==> src/rtl/input_conditioner.sv <==
// input_conditioner: synchronizes raw keys and switches, debounces each key,
// and holds one press command (key index + switch snapshot) for a consumer.
module input_conditioner #(
  parameter int DEBOUNCE_CYCLES = 16,
  parameter int NKEYS = 4
) (
  input  logic             clk,
  input  logic             rstn,
  input  logic [NKEYS-1:0] keysn,
  input  logic [17:0]      sws,
  output logic [NKEYS-1:0] key_level,
  output logic [NKEYS-1:0] key_press,
  output logic [17:0]      sws_sync,
  output logic             cmd_valid,
  input  logic             cmd_ready,
  output logic [1:0]       cmd_key,
  output logic [17:0]      cmd_data,
  output logic             cmd_drop
);
  localparam int CW = $clog2(DEBOUNCE_CYCLES + 1);
  localparam logic [CW-1:0] CMAX = CW'(DEBOUNCE_CYCLES);
  typedef enum logic [1:0] {RELEASED, PRESS_WAIT, PRESSED, RELEASE_WAIT} state_e;
  logic [NKEYS-1:0] keys_meta_q, keys_sync_q;
  logic [17:0] sws_meta_q, sws_sync_q;
  always_ff @(posedge clk or negedge rstn) begin
    if (!rstn) begin
      keys_meta_q <= '1;
      keys_sync_q <= '1;
      sws_meta_q  <= '0;
      sws_sync_q  <= '0;
    end else begin
      keys_meta_q <= keysn;
      keys_sync_q <= keys_meta_q;
      sws_meta_q  <= sws;
      sws_sync_q  <= sws_meta_q;
    end
  end
  assign sws_sync = sws_sync_q;
  for (genvar k = 0; k < NKEYS; k++) begin : g_key
    state_e state_q, state_d;
    logic [CW-1:0] cnt_q, cnt_d;
    logic press_q, press_d;
    logic pressed;
    assign pressed = ~keys_sync_q[k];
    always_ff @(posedge clk or negedge rstn) begin
      if (!rstn) begin
        state_q <= RELEASED;
        cnt_q   <= '0;
        press_q <= 1'b0;
      end else begin
        state_q <= state_d;
        cnt_q   <= cnt_d;
        press_q <= press_d;
      end
    end
    // Counting only advances below CMAX, so the counter saturates rather than wraps.
    always_comb begin
      state_d = state_q;
      cnt_d   = cnt_q;
      press_d = 1'b0;
      case (state_q)
        RELEASED: if (pressed) begin
          state_d = PRESS_WAIT;
          cnt_d   = CW'(1);
        end
        PRESS_WAIT: if (!pressed) begin
          state_d = RELEASED;
          cnt_d   = '0;
        end else if (cnt_q == CMAX) begin
          state_d = PRESSED;
          cnt_d   = '0;
          press_d = 1'b1;
        end else cnt_d = cnt_q + CW'(1);
        PRESSED: if (!pressed) begin
          state_d = RELEASE_WAIT;
          cnt_d   = CW'(1);
        end
        RELEASE_WAIT: if (pressed) begin
          state_d = PRESSED;
          cnt_d   = '0;
        end else if (cnt_q == CMAX) begin
          state_d = RELEASED;
          cnt_d   = '0;
        end else cnt_d = cnt_q + CW'(1);
        default: begin
          state_d = RELEASED;
          cnt_d   = '0;
        end
      endcase
    end
    assign key_level[k] = (state_q == PRESSED) || (state_q == RELEASE_WAIT);
    assign key_press[k] = press_q;
  end
  logic cmd_valid_q, cmd_valid_d, cmd_drop_q, cmd_drop_d;
  logic [1:0] cmd_key_q, cmd_key_d, first_idx;
  logic [17:0] cmd_data_q, cmd_data_d;
  logic any_press, multi_press, accept, load;
  always_comb begin
    first_idx = '0;
    for (int i = NKEYS - 1; i >= 0; i--) if (key_press[i]) first_idx = 2'(i);
  end
  assign any_press   = |key_press;
  assign multi_press = |(key_press & (key_press - NKEYS'(1)));
  assign accept      = ~cmd_valid_q | cmd_ready;
  assign load        = any_press & accept;
  assign cmd_valid_d = any_press | (cmd_valid_q & ~cmd_ready);
  assign cmd_key_d   = load ? first_idx : cmd_key_q;
  assign cmd_data_d  = load ? sws_sync_q : cmd_data_q;
  // A press is lost either because the slot is busy or because a lower key won.
  assign cmd_drop_d  = cmd_drop_q | (any_press & ~accept) | (multi_press & accept);
  always_ff @(posedge clk or negedge rstn) begin
    if (!rstn) begin
      cmd_valid_q <= 1'b0;
      cmd_key_q   <= '0;
      cmd_data_q  <= '0;
      cmd_drop_q  <= 1'b0;
    end else begin
      cmd_valid_q <= cmd_valid_d;
      cmd_key_q   <= cmd_key_d;
      cmd_data_q  <= cmd_data_d;
      cmd_drop_q  <= cmd_drop_d;
    end
  end
  assign cmd_valid = cmd_valid_q;
  assign cmd_key   = cmd_key_q;
  assign cmd_data  = cmd_data_q;
  assign cmd_drop  = cmd_drop_q;
endmodule

==> config.mk <==
export PLATFORM = sky130hd
export DESIGN_NAME = input_conditioner
export DESIGN_NICKNAME = d
export VERILOG_FILES = /design/src/rtl/input_conditioner.sv
export SDC_FILE = /design/constraint.sdc
export NUM_CORES = 1
export LEC_CHECK = 0
export ABC_AREA = 1
export ABC_CLOCK_PERIOD_IN_PS = 1400
export BUFFER_PORTS_ARGS = -buffer_cell sky130_fd_sc_hd__clkbuf_2
export CAP_MARGIN = 40
export CORE_UTILIZATION = 41
export CTS_CLUSTER_SIZE = 20
export DETAILED_ROUTE_END_ITERATION = 8
export PLACE_DENSITY = 0.65
export REMOVE_ABC_BUFFERS = 1
export SLEW_MARGIN = 20
export SYNTH_ARGS = -nofsm -noshare
export SYNTH_HDL_FRONTEND = slang
export SYNTH_SLANG_ARGS = --single-unit
==> constraint.sdc <==
create_clock -name clk -period 1.4 [get_ports clk]
set_clock_uncertainty 0.15 [all_clocks]
set_input_delay 0.21 -clock clk [delete_from_list [all_inputs] [get_ports clk]]
set_output_delay 0.21 -clock clk [all_outputs]
set_load 0.02 [all_outputs]
# [Word-level counts from Yosys, hierarchy flattened]
# Index checks and enable logic that the tools add are counted.
[word_totals] ff_bits=98 out_inout_bits=48 word_cells=155
[classes] addsub=5 n_eq_ne=32 n_mux=68 bitwise_logic=12 n_reduce_logical=18
[ops] op="two-way mux 5 bit" n=20
[ops] op="case mux 5 bit (4 select lines)" n=4
[ops] op="two-way mux 2 bit" n=28
[ops] op="case mux 2 bit (4 select lines)" n=4
[ops] op="!= test 3 bit, second input constant" n=8
[ops] op="adder 5 x 1 -> 5 bit, second input constant" n=4
[ops] op="== test 5 bit, second input constant" n=4
[ops] op="== test 2 bit, second input constant" n=8
[ops] op="!= test 2 bit, second input constant" n=8
[ops] op="AND reduction 4 bit" n=4
[ops] op="two-way mux 1 bit" n=12
[ops] op="== test 2 x 1 -> 1 bit, second input constant" n=4
[ops] op="logical NOT 2 bit" n=4
[ops] op="AND reduction 2 bit" n=4
[ops] op="OR reduction 4 bit" n=2
[ops] op="bitwise AND 1 bit" n=4
[ops] op="bitwise AND 4 bit" n=1
[ops] op="logical OR 1 bit" n=4
[ops] op="OR 1 bit" n=4
[ops] op="subtractor 4 x 1 -> 4 bit, second input constant" n=1
[ops] op="NOT 1 bit" n=3

# [Logic depth before layout (Yosys ltp)]
[logic_depth] depth_word=6 ltp_mapped=9 mapped_depth_nobuf=9

# [Least setup slack after synthesis]
# No wires, ideal clock.
[synth_timing] kind="reg-to-reg" from="register g_key[0].cnt_q[1]" to="register (tool-made name)" setup_time_ns=0.121 t_arrival_ns=1.028 slack_ns=0.102 stages_incl_launch_ff=8 path_buffers=0 period_less_slack_ns=1.298 path_cell_list="dfrtp_1 -> inv_1 -> ha_1 -> nand2_1 -> nor3_2 -> nand2_1 -> nand2_1 -> o21ai_1"
[synth_lines] item="start: declaration" line_no="41" rtl="logic [CW-1:0] cnt_q, cnt_d;"
[synth_lines] item="start signal: assignment" line_no="52" rtl="cnt_q <= cnt_d;"

# [Worst setup path in the final report]
[layout_timing] from="register keys_sync_q[0]" to="register g_key[0].cnt_q[2]"
[layout_via] elab_chain_len=2
[layout_rtl] item="start: declaration" line_no="23" rtl="logic [NKEYS-1:0] keys_meta_q, keys_sync_q;"
[layout_rtl] item="start signal: assignment" line_no="33" rtl="keys_sync_q <= keys_meta_q;"
[layout_rtl] item="two-way mux 5 bit (tied with other cells)" line_no="78" rtl="RELEASE_WAIT: if (pressed) begin"
[layout_rtl] item="case mux 5 bit (4 select lines) or AND reduction 2 bit (tied branches)"
# Several ways; a longest one is shown, not always the timed one.
# A chain may end at the register's enable or synchronous reset.

==> results.json <==
{
  "run_status": "finished clean",
  "register_area_um2": 2460,
  "hold_viol_final": 0,
  "grt_max_degree": 29,
  "ir_drop_mv": 1.01,
  "syn2layout_area_growth_pct": 31.2,
  "finalCriticalPeriod_ns": 1.35,
  "multiInputGateArea_um2": 1340,
  "r2r_setup_slack_ns": 0.05,
  "dpl.cell_count": 590,
  "grt_pass1_vias": 2853,
  "grt_pass1_wl_mm": 12.9,
  "row_count": 35,
  "clockBufferDepth": 2,
  "cts.sinks": 98,
  "synth_area_leaders": "dfrtp_1, nand2_1, dfstp_2, inv_1, nand3_1",
  "synth_top_area_share": 0.571,
  "fp.dieH_um": 100,
  "dpl.hpwl_mm": 5.30,
  "gp_congestion": 0.886,
  "nets": 539,
  "pin_count": 73,
  "p_sw_frac": 0.289,
  "p_per_area_nw_per_um2": 1270,
  "avgSynthCellArea_um2": 10.1,
  "io_buffers": 72,
  "slowest_delay_ns": 0.56,
  "syn-cell-area_um2": 3950,
  "antenna_left": 0,
  "route.detailed.drc": 0,
  "fin_setup_tns_ns": 0,
  "drt_iter0_drc": 122,
  "die-area_um2": 10000,
  "vias": 2931,
  "fp.coreArea_um2": 9280,
  "wire_per_inst_um": 12.6,
  "finalInstanceArea_um2": 5180,
  "min_period_over_period": 0.967,
  "ys_seq_elements": 98,
  "fin_hold_ws_ns": 0.0507,
  "yosysTopAreaCell": "dfrtp_1",
  "cp-start-kind": "register",
  "grt_usage": 0.166,
  "power_leakage_uw": 0.00265,
  "clkPwrFrac": 0.298,
  "path_clk_slew_ns": 0.09,
  "worstMarginPinSlew_ns": 0.406,
  "cp.arrival_ns": 1.50,
  "cts_buffers": 9,
  "ys_seq_area_frac": 0.624,
  "synthCells": 391,
  "slew_viol_final": 0,
  "yosys.cell_types.count": 29,
  "crit_required_ns": 1.54,
  "diodes": 0,
  "yosysWarnings": 0,
  "setup_viol": 0,
  "cts_root_buffer": "clkbuf_8",
  "power_frac_seq": 0.498,
  "cts_tree": "yes",
  "holdCritPathClass": "input pin to register",
  "initial_utilization": 0.425,
  "crit_path_frequent_cell": "nand2_4",
  "final_cells": 640,
  "cp_max_fo": 5,
  "endpoint_kind": "register",
  "cp_cell_sequence": "inv_2 > nand2_4 > nand2_4 > or2_4 > o21ai_2",
  "critPathSlowestCell": "dfstp_2",
  "cts_htree_levels": 3,
  "first_pass_iters": 5,
  "drive_gt1_frac": 0.356,
  "gr-total-overflow": 0,
  "viasPerCell": 4.58,
  "drt_wl_total_mm": 8.09,
  "rsz0062_at_grt": "true",
  "placed_area_um2": 4480,
  "maxCapViolCount": 0,
  "antenna_found_initial": 0,
  "fp.dieW_um": 100,
  "intPower_uw": 4670,
  "criticalPathCategory": "register to register",
  "fill_cells": 798,
  "timing.fmax_mhz": 739,
  "slew_headroom": 0.730,
  "p_comb_frac": 0.204,
  "net-switching-power_uw": 1900,
  "clock_latency_ns": 0.36
}
==> layout make-up <==
class / count / area share
well taps: 129 / 0.0312
clock inverters: 2 / 0.0116
repair buffers: 120 / 0.159
inverters: 47 / 0.0341
clock buffers: 14 / 0.0295
flip-flops and latches: 98 / 0.476
multi-input cells: 230 / 0.259
==> worst max-delay path, delay by kind of cell, from the launching register on <==
kind                   cells  cell delay [ns]
DFF                        1             0.56
AOI/OAI and AO/OA          1             0.13
buffers and inverters      1             0.04
and+or+nand+nor            3             0.40
==> cell usage after synthesis, drive strengths merged <==
| library cell | count |
|---|---|
| o211ai | 1 |
| nand3 | 37 |
| nand4 | 7 |
| buf | 12 |
| clkbuf | 4 |
| nor2 | 20 |
| or2 | 1 |
| o21ai | 20 |
| xor2 | 5 |
| ha | 8 |
| nand2 | 115 |
| dfrtp | 90 |
| dfstp | 8 |
| a21oi | 11 |
| inv | 47 |
| nor3 | 4 |
| xnor2 | 1 |
==> placed cells by master (no fill, tap or decap), types with 2 or more instances in the layout <==
cell	synthesis	final
nand2_4	1	8
clkbuf_2	0	71
ha_4	0	3
inv_2	6	17
nor2_4	1	2
nand3_1	26	24
nor2_1	19	15
nand3_2	11	12
a21oi_1	10	9
buf_12	1	2
xor2_1	5	5
nand4_1	7	7
o21ai_0	13	9
o21ai_2	4	4
nor3_1	3	2
nand2_1	109	99
o21ai_1	3	7
clkbuf_8	0	10
buf_4	7	20
nor2_2	0	3
buf_6	2	4
dfstp_2	8	8
clkbuf_1	4	4
dfrtp_1	90	89
nand2_2	5	8
inv_1	41	30
bufinv_16	0	2
ha_1	8	4
dlygate4sd3_1	0	23
==> state kept, by name, summed over array words and instances, names as in the netlist, 2 cells and up, named ones only <==
name and count:
cmd_data 18, cmd_key 2, g_key.cnt_q 20, g_key.press_q 4
g_key.state_q 4, keys_meta_q 4, keys_sync_q 4, sws_meta_q 18
sws_sync 18
==> per-layer routing <==
| layer | GRT usage | vias up | wire, um | part of all wire |
|---|---|---|---|---|
| met2 | 0.283 | 93 | 4000 | 0.49 |
| met4 | 0.0635 | 0 | 129 | 0.016 |
| li1 | - | 1453 | - | - |
| met3 | 0.0460 | 13 | 383 | 0.047 |
| met5 | 0 | - | 0 | 0 |
| met1 | 0.202 | 1372 | 3570 | 0.44 |
==> power groups by stage <==
stage	registers [uW]	clock network [uW]	logic [uW]
floorplan	3350	0	578
detailed placement	3300	0	986
global route	3300	2120	1500
finish	3270	1960	1340
CTS	3260	2030	1050
global placement	3290	0	959
==> worst paths after layout <==
| check | startpoint | to | cells past startpoint |
|---|---|---|---|
| hold reg to reg | keys_meta_q[0]$_DFF_PN1_ | keys_sync_q[0]$_DFF_PN1_ | 0 |
| setup reg to reg | keys_sync_q[0]$_DFF_PN1_ | g_key[0].cnt_q[2]$_DFFE_PN0P_ | 5 |
| hold / removal | cmd_ready | cmd_drop$_DFF_PN0_ | 4 |
| setup / recovery | keys_sync_q[0]$_DFF_PN1_ | g_key[0].cnt_q[2]$_DFFE_PN0P_ | 5 |
| max in group asynchronous | rstn | sws_meta_q[5]$_DFF_PN0_ | 3 |
| min in group asynchronous | rstn | g_key[0].cnt_q[4]$_DFFE_PN0P_ | 2 |
==> stage by stage <==
step,total power (uW),worst slack [ns],utilization
CTS,6340,0.0141,0.531
floorplan,3920,-0.546,-
global route,6910,-0.0221,0.558
detailed placement,4290,0.0109,0.482
finish,6570,0.0463,0.558
global placement,4250,0.0272,0.482
==> repair_timing <==
| item | CTS | global route |
|---|---|---|
| endpoints found under the hold margin | 120 | 0 |
| gates cloned | 0 | 2 |
| setup endpoints to repair | 3 | 44 |
| pin swaps | 1 | 12 |
| hold buffers | 23 | 0 |
| resized for setup | 2 | 56 |
| setup buffers | 1 | 8 |
==> cells by family (layout without fill, tap and decap cells) <==
kind of cell	after synthesis	in the layout	synth area share
DFF	98	98	0.624
xor gates and xnor gates	6	6	0.0133
AOI/OAI and AO/OA	32	32	0.0460
buffers and inverters	63	183	0.0752
adders and majority gates	8	8	0.0254
and+or+nand+nor	184	184	0.216
No activity file was read; power rests on OpenSTA's default activity.
